`src/rtl/afe_spi_ctrl.sv`:
```
// AFE configuration master: power-up reset sequencing followed by single-register
// 16-bit SPI (mode 0, MSB first) write/read transactions on a cmd/rsp handshake.
module afe_spi_ctrl #(
  parameter int unsigned CLK_DIV    = 4,
  parameter int unsigned RST_CYCLES = 64,
  parameter int unsigned INIT_WAIT  = 256
) (
  input  logic       clk,
  input  logic       reset_n,
  input  logic       cmd_valid,
  output logic       cmd_ready,
  input  logic       cmd_rw,
  input  logic [6:0] cmd_addr,
  input  logic [7:0] cmd_wdata,
  output logic       rsp_valid,
  output logic [7:0] rsp_rdata,
  output logic       busy,
  output logic       init_done,
  output logic       afe_reset,
  output logic       afe_spi_clk,
  output logic       afe_spi_mosi,
  output logic       afe_sen,
  input  logic       afe_spi_miso
);

  localparam int unsigned MAX_RI  = (RST_CYCLES > INIT_WAIT) ? RST_CYCLES : INIT_WAIT;
  localparam int unsigned CNT_MAX = (MAX_RI > CLK_DIV) ? MAX_RI : CLK_DIV;
  localparam int unsigned CW      = $clog2(CNT_MAX);

  localparam logic [CW-1:0] RST_LAST  = CW'(RST_CYCLES - 1);
  localparam logic [CW-1:0] WAIT_LAST = CW'(INIT_WAIT - 1);
  localparam logic [CW-1:0] DIV_LAST  = CW'(CLK_DIV - 1);

  typedef enum logic [2:0] {
    RST_HOLD, RST_WAIT, IDLE, XFER, SEN_HOLD, GAP
  } state_t;

  state_t        state_q, state_d;
  logic [CW-1:0] cnt_q, cnt_d;
  logic [3:0]    bit_q, bit_d;
  logic          phase_q, phase_d;
  logic [15:0]   sh_q, sh_d;
  logic [7:0]    rx_q, rx_d;
  logic          rw_q, rw_d;
  logic          ready_q, ready_d;
  logic          busy_q, busy_d;
  logic          rsp_valid_q, rsp_valid_d;
  logic [7:0]    rdata_q, rdata_d;
  logic          init_done_q, init_done_d;
  logic          afe_reset_q, afe_reset_d;
  logic          sclk_q, sclk_d;
  logic          mosi_q, mosi_d;
  logic          sen_q, sen_d;
  logic [15:0]   frame;

  assign frame = {cmd_rw, cmd_addr, (cmd_rw ? 8'h00 : cmd_wdata)};

  assign cmd_ready    = ready_q;
  assign busy         = busy_q;
  assign rsp_valid    = rsp_valid_q;
  assign rsp_rdata    = rdata_q;
  assign init_done    = init_done_q;
  assign afe_reset    = afe_reset_q;
  assign afe_spi_clk  = sclk_q;
  assign afe_spi_mosi = mosi_q;
  assign afe_sen      = sen_q;

  always_comb begin
    state_d     = state_q;
    cnt_d       = cnt_q + CW'(1);
    bit_d       = bit_q;
    phase_d     = phase_q;
    sh_d        = sh_q;
    rx_d        = rx_q;
    rw_d        = rw_q;
    ready_d     = ready_q;
    rsp_valid_d = 1'b0;
    rdata_d     = rdata_q;
    init_done_d = init_done_q;
    afe_reset_d = afe_reset_q;
    sclk_d      = sclk_q;
    mosi_d      = mosi_q;
    sen_d       = sen_q;

    unique case (state_q)
      RST_HOLD: if (cnt_q == RST_LAST) begin
        cnt_d       = '0;
        afe_reset_d = 1'b0;
        state_d     = RST_WAIT;
      end
      RST_WAIT: if (cnt_q == WAIT_LAST) begin
        cnt_d       = '0;
        init_done_d = 1'b1;
        ready_d     = 1'b1;
        state_d     = IDLE;
      end
      IDLE: begin
        cnt_d = '0;
        if (cmd_valid && ready_q) begin
          sh_d    = {frame[14:0], 1'b0};
          mosi_d  = frame[15];
          rw_d    = cmd_rw;
          sen_d   = 1'b0;
          sclk_d  = 1'b0;
          ready_d = 1'b0;
          bit_d   = '0;
          phase_d = 1'b0;
          state_d = XFER;
        end
      end
      XFER: if (cnt_q == DIV_LAST) begin
        cnt_d = '0;
        if (!phase_q) begin
          phase_d = 1'b1;
          sclk_d  = 1'b1;
        end else begin
          // end of high phase: sample MISO, then open the next bit's low phase
          phase_d = 1'b0;
          sclk_d  = 1'b0;
          rx_d    = {rx_q[6:0], afe_spi_miso};
          if (bit_q == 4'd15) begin
            state_d = SEN_HOLD;
          end else begin
            bit_d  = bit_q + 4'd1;
            mosi_d = sh_q[15];
            sh_d   = {sh_q[14:0], 1'b0};
          end
        end
      end
      SEN_HOLD: if (cnt_q == DIV_LAST) begin
        cnt_d       = '0;
        sen_d       = 1'b1;
        rsp_valid_d = 1'b1;
        rdata_d     = rw_q ? rx_q : 8'h00;
        state_d     = GAP;
      end
      GAP: if (cnt_q == DIV_LAST) begin
        cnt_d   = '0;
        ready_d = 1'b1;
        state_d = IDLE;
      end
      default: begin
        cnt_d   = '0;
        state_d = RST_HOLD;
      end
    endcase

    busy_d = !ready_d;
  end

  always_ff @(posedge clk or negedge reset_n) begin
    if (!reset_n) begin
      state_q     <= RST_HOLD;
      cnt_q       <= '0;
      bit_q       <= '0;
      phase_q     <= 1'b0;
      sh_q        <= '0;
      rx_q        <= '0;
      rw_q        <= 1'b0;
      ready_q     <= 1'b0;
      busy_q      <= 1'b1;
      rsp_valid_q <= 1'b0;
      rdata_q     <= '0;
      init_done_q <= 1'b0;
      afe_reset_q <= 1'b1;
      sclk_q      <= 1'b0;
      mosi_q      <= 1'b0;
      sen_q       <= 1'b1;
    end else begin
      state_q     <= state_d;
      cnt_q       <= cnt_d;
      bit_q       <= bit_d;
      phase_q     <= phase_d;
      sh_q        <= sh_d;
      rx_q        <= rx_d;
      rw_q        <= rw_d;
      ready_q     <= ready_d;
      busy_q      <= busy_d;
      rsp_valid_q <= rsp_valid_d;
      rdata_q     <= rdata_d;
      init_done_q <= init_done_d;
      afe_reset_q <= afe_reset_d;
      sclk_q      <= sclk_d;
      mosi_q      <= mosi_d;
      sen_q       <= sen_d;
    end
  end

endmodule
```
`config.mk`:
```
export PLATFORM = sky130hd
export DESIGN_NAME = afe_spi_ctrl
export DESIGN_NICKNAME = d
export VERILOG_FILES = /design/src/rtl/afe_spi_ctrl.sv
export SDC_FILE = /design/constraint.sdc
export NUM_CORES = 1
export LEC_CHECK = 0
export CAP_MARGIN = 20
export CORE_MARGIN = 3
export CORE_UTILIZATION = 59
export DETAILED_ROUTE_END_ITERATION = 16
export PLACE_DENSITY_LB_ADDON = 0.12
export SLEW_MARGIN = 40
export SYNTH_ARGS = -nofsm -noshare
export SYNTH_HDL_FRONTEND = slang
export SYNTH_SLANG_ARGS = --single-unit
export TNS_END_PERCENT = 10
```
`constraint.sdc`:
```
create_clock -name clk -period 6.7 [get_ports clk]
set_input_delay 1.005 -clock clk [delete_from_list [all_inputs] [get_ports clk]]
set_output_delay 1.005 -clock clk [all_outputs]
set_load 0.005 [all_outputs]
```
# Word-level counts from Yosys, hierarchy flattened
# Index checks and enable logic that the tools add are counted.
[op_classes] n_reduce_logical=15 muxes=42 n_addsub=2 n_eq_ne=18
[ops] operator="2-to-1 mux 16 bit" count=4
[ops] operator="2-to-1 mux 8 bit" count=5
[ops] operator="case mux 16 bit (2 select lines)" count=1
[ops] operator="2-to-1 mux 3 bit" count=8
[ops] operator="case mux 8 bit (3 select lines)" count=1
[ops] operator="inequality test 2 bit (second input constant)" count=9
[ops] operator="case mux 3 bit (6 select lines)" count=1
[ops] operator="2-to-1 mux 4 bit" count=4
[ops] operator="2-to-1 mux 1 bit" count=13
[ops] operator="AND reduction 3 bit" count=3
[ops] operator="adder 8 x 1 -> 8 bit (second input constant)" count=1
[ops] operator="equality test 8 x 2 -> 1 bit (second input constant)" count=1
[ops] operator="equality test 8 x 6 -> 1 bit (second input constant)" count=1
[ops] operator="equality test 8 bit (second input constant)" count=1
[ops] operator="case mux 4 bit (2 select lines)" count=1
[ops] operator="AND reduction 2 bit" count=4
[ops] operator="AND reduction 8 bit" count=1
[ops] operator="equality test 3 x 2 -> 1 bit (second input constant)" count=2
[ops] operator="equality test 3 bit (second input constant)" count=2
[ops] operator="case mux 1 bit (2 select lines)" count=3
[ops] operator="AND reduction 5 bit" count=1
[ops] operator="adder 4 x 1 -> 4 bit (second input constant)" count=1
[ops] operator="equality test 4 bit (second input constant)" count=1
[ops] operator="nonzero test 2 bit" count=2
[ops] operator="6 further kinds" count=6
[totals] elab_cells=92 reg_bits=56 out_inout_bits=16 input_bits=20

# Longest topological paths before layout
[depth] word_depth=5 depth_mapped=8 depth_no_buf=5

# Least setup slack after synthesis
# OpenSTA, ideal clock, no wires.
[synth_timing] path_type="reg-to-reg" start="register cnt_q[0]" end="register mosi_q, in the netlist afe_spi_mosi" path_slack_ns=4.255 path_stages_with_launch=8 t_arrival_ns=2.320 path_cell_list="dfrtp_1 -> ha_1 -> or3b_2 -> clkbuf_2 -> or4_4 -> o21ai_2 -> buf_6 -> mux2_2"
[synth_between] elab_chain_len=3
[synth_lines] item="start: declaration" line_no="39" rtl="logic [CW-1:0] cnt_q, cnt_d;"
[synth_lines] item="start signal: assignment" line_no="171" rtl="cnt_q <= cnt_d;"
[synth_lines] item="equality test 8 x 2 -> 1 bit" line_no="111" rtl="XFER: if (cnt_q == DIV_LAST) begin"
[synth_lines] item="inequality test 2 bit (no source line)"
[synth_lines] item="AND reduction 5 bit (no source line)"
[synth_lines] item="end signal: assignment" line_no="184" rtl="mosi_q <= mosi_d;"
[synth_lines] item="end: declaration" line_no="52" rtl="logic mosi_q, mosi_d;"
# No other way between the ends.
# A chain may end at the register's enable or synchronous reset.

# Final worst setup path
[layout_timing] start="register cnt_q[0]" end="register sh_q[14]"
[layout_between] elab_chain_len=3
[layout_lines] item="equality test 8 x 2 -> 1 bit" line_no="111"
[layout_lines] item="inequality test 2 bit (no source line)"
[layout_lines] item="AND reduction 5 bit (no source line)"
[layout_lines] item="end signal: assignment" line_no="157" rtl="sh_q <= '0;"
[layout_lines] item="end signal: assignment" line_no="174" rtl="sh_q <= sh_d;"
[layout_lines] item="end: declaration" line_no="42" rtl="logic [15:0] sh_q, sh_d;"
# No other way between the ends.

==> impl_metrics.yaml <==
routing:
  drt-vias-per-instance: 5.60
  vias: 1898
  routed_wirelength_um: 4460
  drt_iter0_drc: 167
  drtPass1Iterations: 4
  postRouteAntennaNets: 0
  routedWlPerCell_um: 13.2
  drc_errors: 0
clock_network:
  cts.repair.resized: 0
  postCtsSetupBuffers: 0
  cts-buffers-inserted: 5
  clockBufferDepth: 2
  holdBufCountCts: 0
  cts_max_level: 2
  clk_pin_slew_ps: 90
  cts-root-buf: "clkbuf_8"
  cts.sinks: 55
  clkLatencyLatePin_ps: 300
  cts_tree: "yes"
power_and_ir_drop:
  pwr_density_cell_mw_per_mm2: 177
  power.internal_uw: 433
  power_frac_seq: 0.612
  power_frac_comb: 0.047
  netSwitchingPower_uw: 115
  leakage_uw: 0.00129
  p_sw_frac: 0.210
  p_total_uw: 549
  vdd_ir_drop_max_mv: 0.101
  pwr-share-clk: 0.340
grt:
  antenna_found_initial: 0
  track_usage: 0.187
  grt-busiest-layer: "met2"
  grtUsageMet3: 0.0372
  grt-ovfl-total: 0
  grt_pass1_wl_um: 7780
  use_met1: 0.258
  grt_pass1_vias: 1754
  grt_max_degree: 56
  met2_usage: 0.290
yosys:
  syn_area_mm2: 0.00265
  avgSynthCellArea_um2: 10.1
  ys_warn_count: 0
  synthAdderAreaFrac: 0.00943
  synth_compound_area_frac: 0.109
  syn_nets: 284
  synth_top_family_by_area: "simple AND/OR/NAND/NOR gates"
  synth.mux.area_fraction: 0.115
  ys_seq_elements: 55
  ys.flop_type: "dfrtp_1"
  synth_seq_area_share: 0.520
  synth_top_area_share: 0.490
  synthXorXnorAreaFrac: 0.0198
  synth.area.top_cells: "dfrtp_1 (49%), mux2_2 (8.1%), nand2_1 (6.5%), mux2i_1 (3.4%), dfstp_2 (3.0%)"
  synth_async_sr_flop_share: 1.00
  synth_cell_types: 47
  yosysTopAreaCell: "dfrtp_1"
  synth-edff-count: 0
  syn_inst: 262
  synth-simple-area-share: 0.170
setup_path:
  path_class: "reg2reg"
  critPathLaunchType: "register"
  cp_max_fo: 20
  endpoint_kind: "register"
  cp.required_ps: 6890
  arrival_ps: 3140
timing:
  finalCritPeriodShare: 0.440
  rsz0062_at_grt: "no"
  fin_ws_ps: 3750
  tightest_slew_ps: 673
  fin_setup_tns_ps: 0
  hold_viol: 0
  holdWs_ps: 441
  setup_viol: 0
  min_period_ps: 2950
  drv_slew: 0
  slew_headroom: 0.550
  fin_skew_ps: 11.8
  max_freq_mhz: 339
placement:
  dp_hpwl_um: 3120
  gp_congestion: 0.781
  numPortBuffers: 35
  dpl_worst_slack_ps: 3760
floorplanning:
  coreArea_mm2: 0.00417
  rows: 23
  dieArea_mm2: 0.00534
  start_util: 0.636
  die_w_um: 73.1
  ioPinCount: 36
  dieHeight_um: 73.1
layout:
  layout_commonest_cell: "dfrtp_1"
  nets: 310
  diodes: 0
  area_growth_syn_to_layout_pct: 16.5
  post-route-util: 0.741
  drive_gt1_frac: 0.138
  mostFrequentLayoutCells: "dfrtp_1 (52), nand2_1 (46), clkdlybuf4s50_1 (34)"
worst_hold_path:
  hp-class: "reg2reg"
job:
  max_cap_viol_count: 0
outcome:
  status: "complete, no violations"
[flip-flops by register name (all words and copies together), names as in the netlist, named ones only]
name,flops
sh_q,15
cnt_q,8
rsp_rdata,8
rx_q,8
bit_q,4
state_q,3
afe_reset,1
afe_sen,1
afe_spi_clk,1
afe_spi_mosi,1
busy,1
init_done,1
rsp_valid,1
rw_q,1
[power groups by stage]
stage | clock network, µW | registers, µW | logic, µW
floorplan | 0 | 342 | 7.77
global placement | 0 | 342 | 26.1
detailed placement | 0 | 342 | 26.4
CTS | 197 | 336 | 26.6
global route | 207 | 336 | 29.3
finish | 187 | 336 | 25.9
[synth_stat cells (all sizes together) (3+ instances only)]
master / count
dfrtp: 52
nand2: 46
mux2: 19
inv: 16
nor2: 15
o21ai: 15
clkbuf: 11
mux2i: 9
a21oi: 8
nor3b: 8
nand3: 7
buf: 6
nor3: 5
xnor2: 4
dfstp: 3
or4: 3
[final timing paths]
path	start	end	slack (ps)	cells after the start
max	cnt_q[0]	sh_q[14]	3750	5
min	afe_reset	afe_reset	440	2
max reg2reg	cnt_q[0]	sh_q[14]	3750	5
min reg2reg	afe_reset	afe_reset	440	2
max in group asynchronous	reset_n	cnt_q[6]	5430	2
min in group asynchronous	reset_n	rsp_valid	810	2
[area by class of cell]
class	count	area, µm²
Multi-Input combinational cell	174	1140
Inverter	16	60.1
Timing Repair Buffer	36	353
Sequential cell	55	1380
Fill cell	310	1080
Clock buffer	6	82.6
Clock inverter	2	13.8
Tap cell	50	62.6
[routing by layer]
metal	routed length (µm)	vias to the layer above
met4	80	0
met5	0	-
met2	2000	49
met1	2140	893
li1	-	950
met3	233	6
[logic make-up after synthesis]
family,after synthesis
adder cells (fa/ha/maj),2
XOR/XNOR,6
buffers and inverters,33
AND/OR/NAND/NOR,95
flip-flops,55
AO/OA/AOI/OAI,43
multiplexers,28
[worst max-delay path: stages, from the launching register on]
cell,delay [ps]
dfrtp_1,400
ha_1,260
or3b_2,540
or4_4,650
o21ai_4,580
mux2_2,410
[per-stage QoR]
stage / instances / cell area (µm²)
after floorplan: 262 / 2650
after global placement: 331 / 2980
after detailed placement: 331 / 2990
after CTS: 339 / 3090
after global routing: 339 / 3090
final: 339 / 3090
Power figures use the tool's default switching activity.
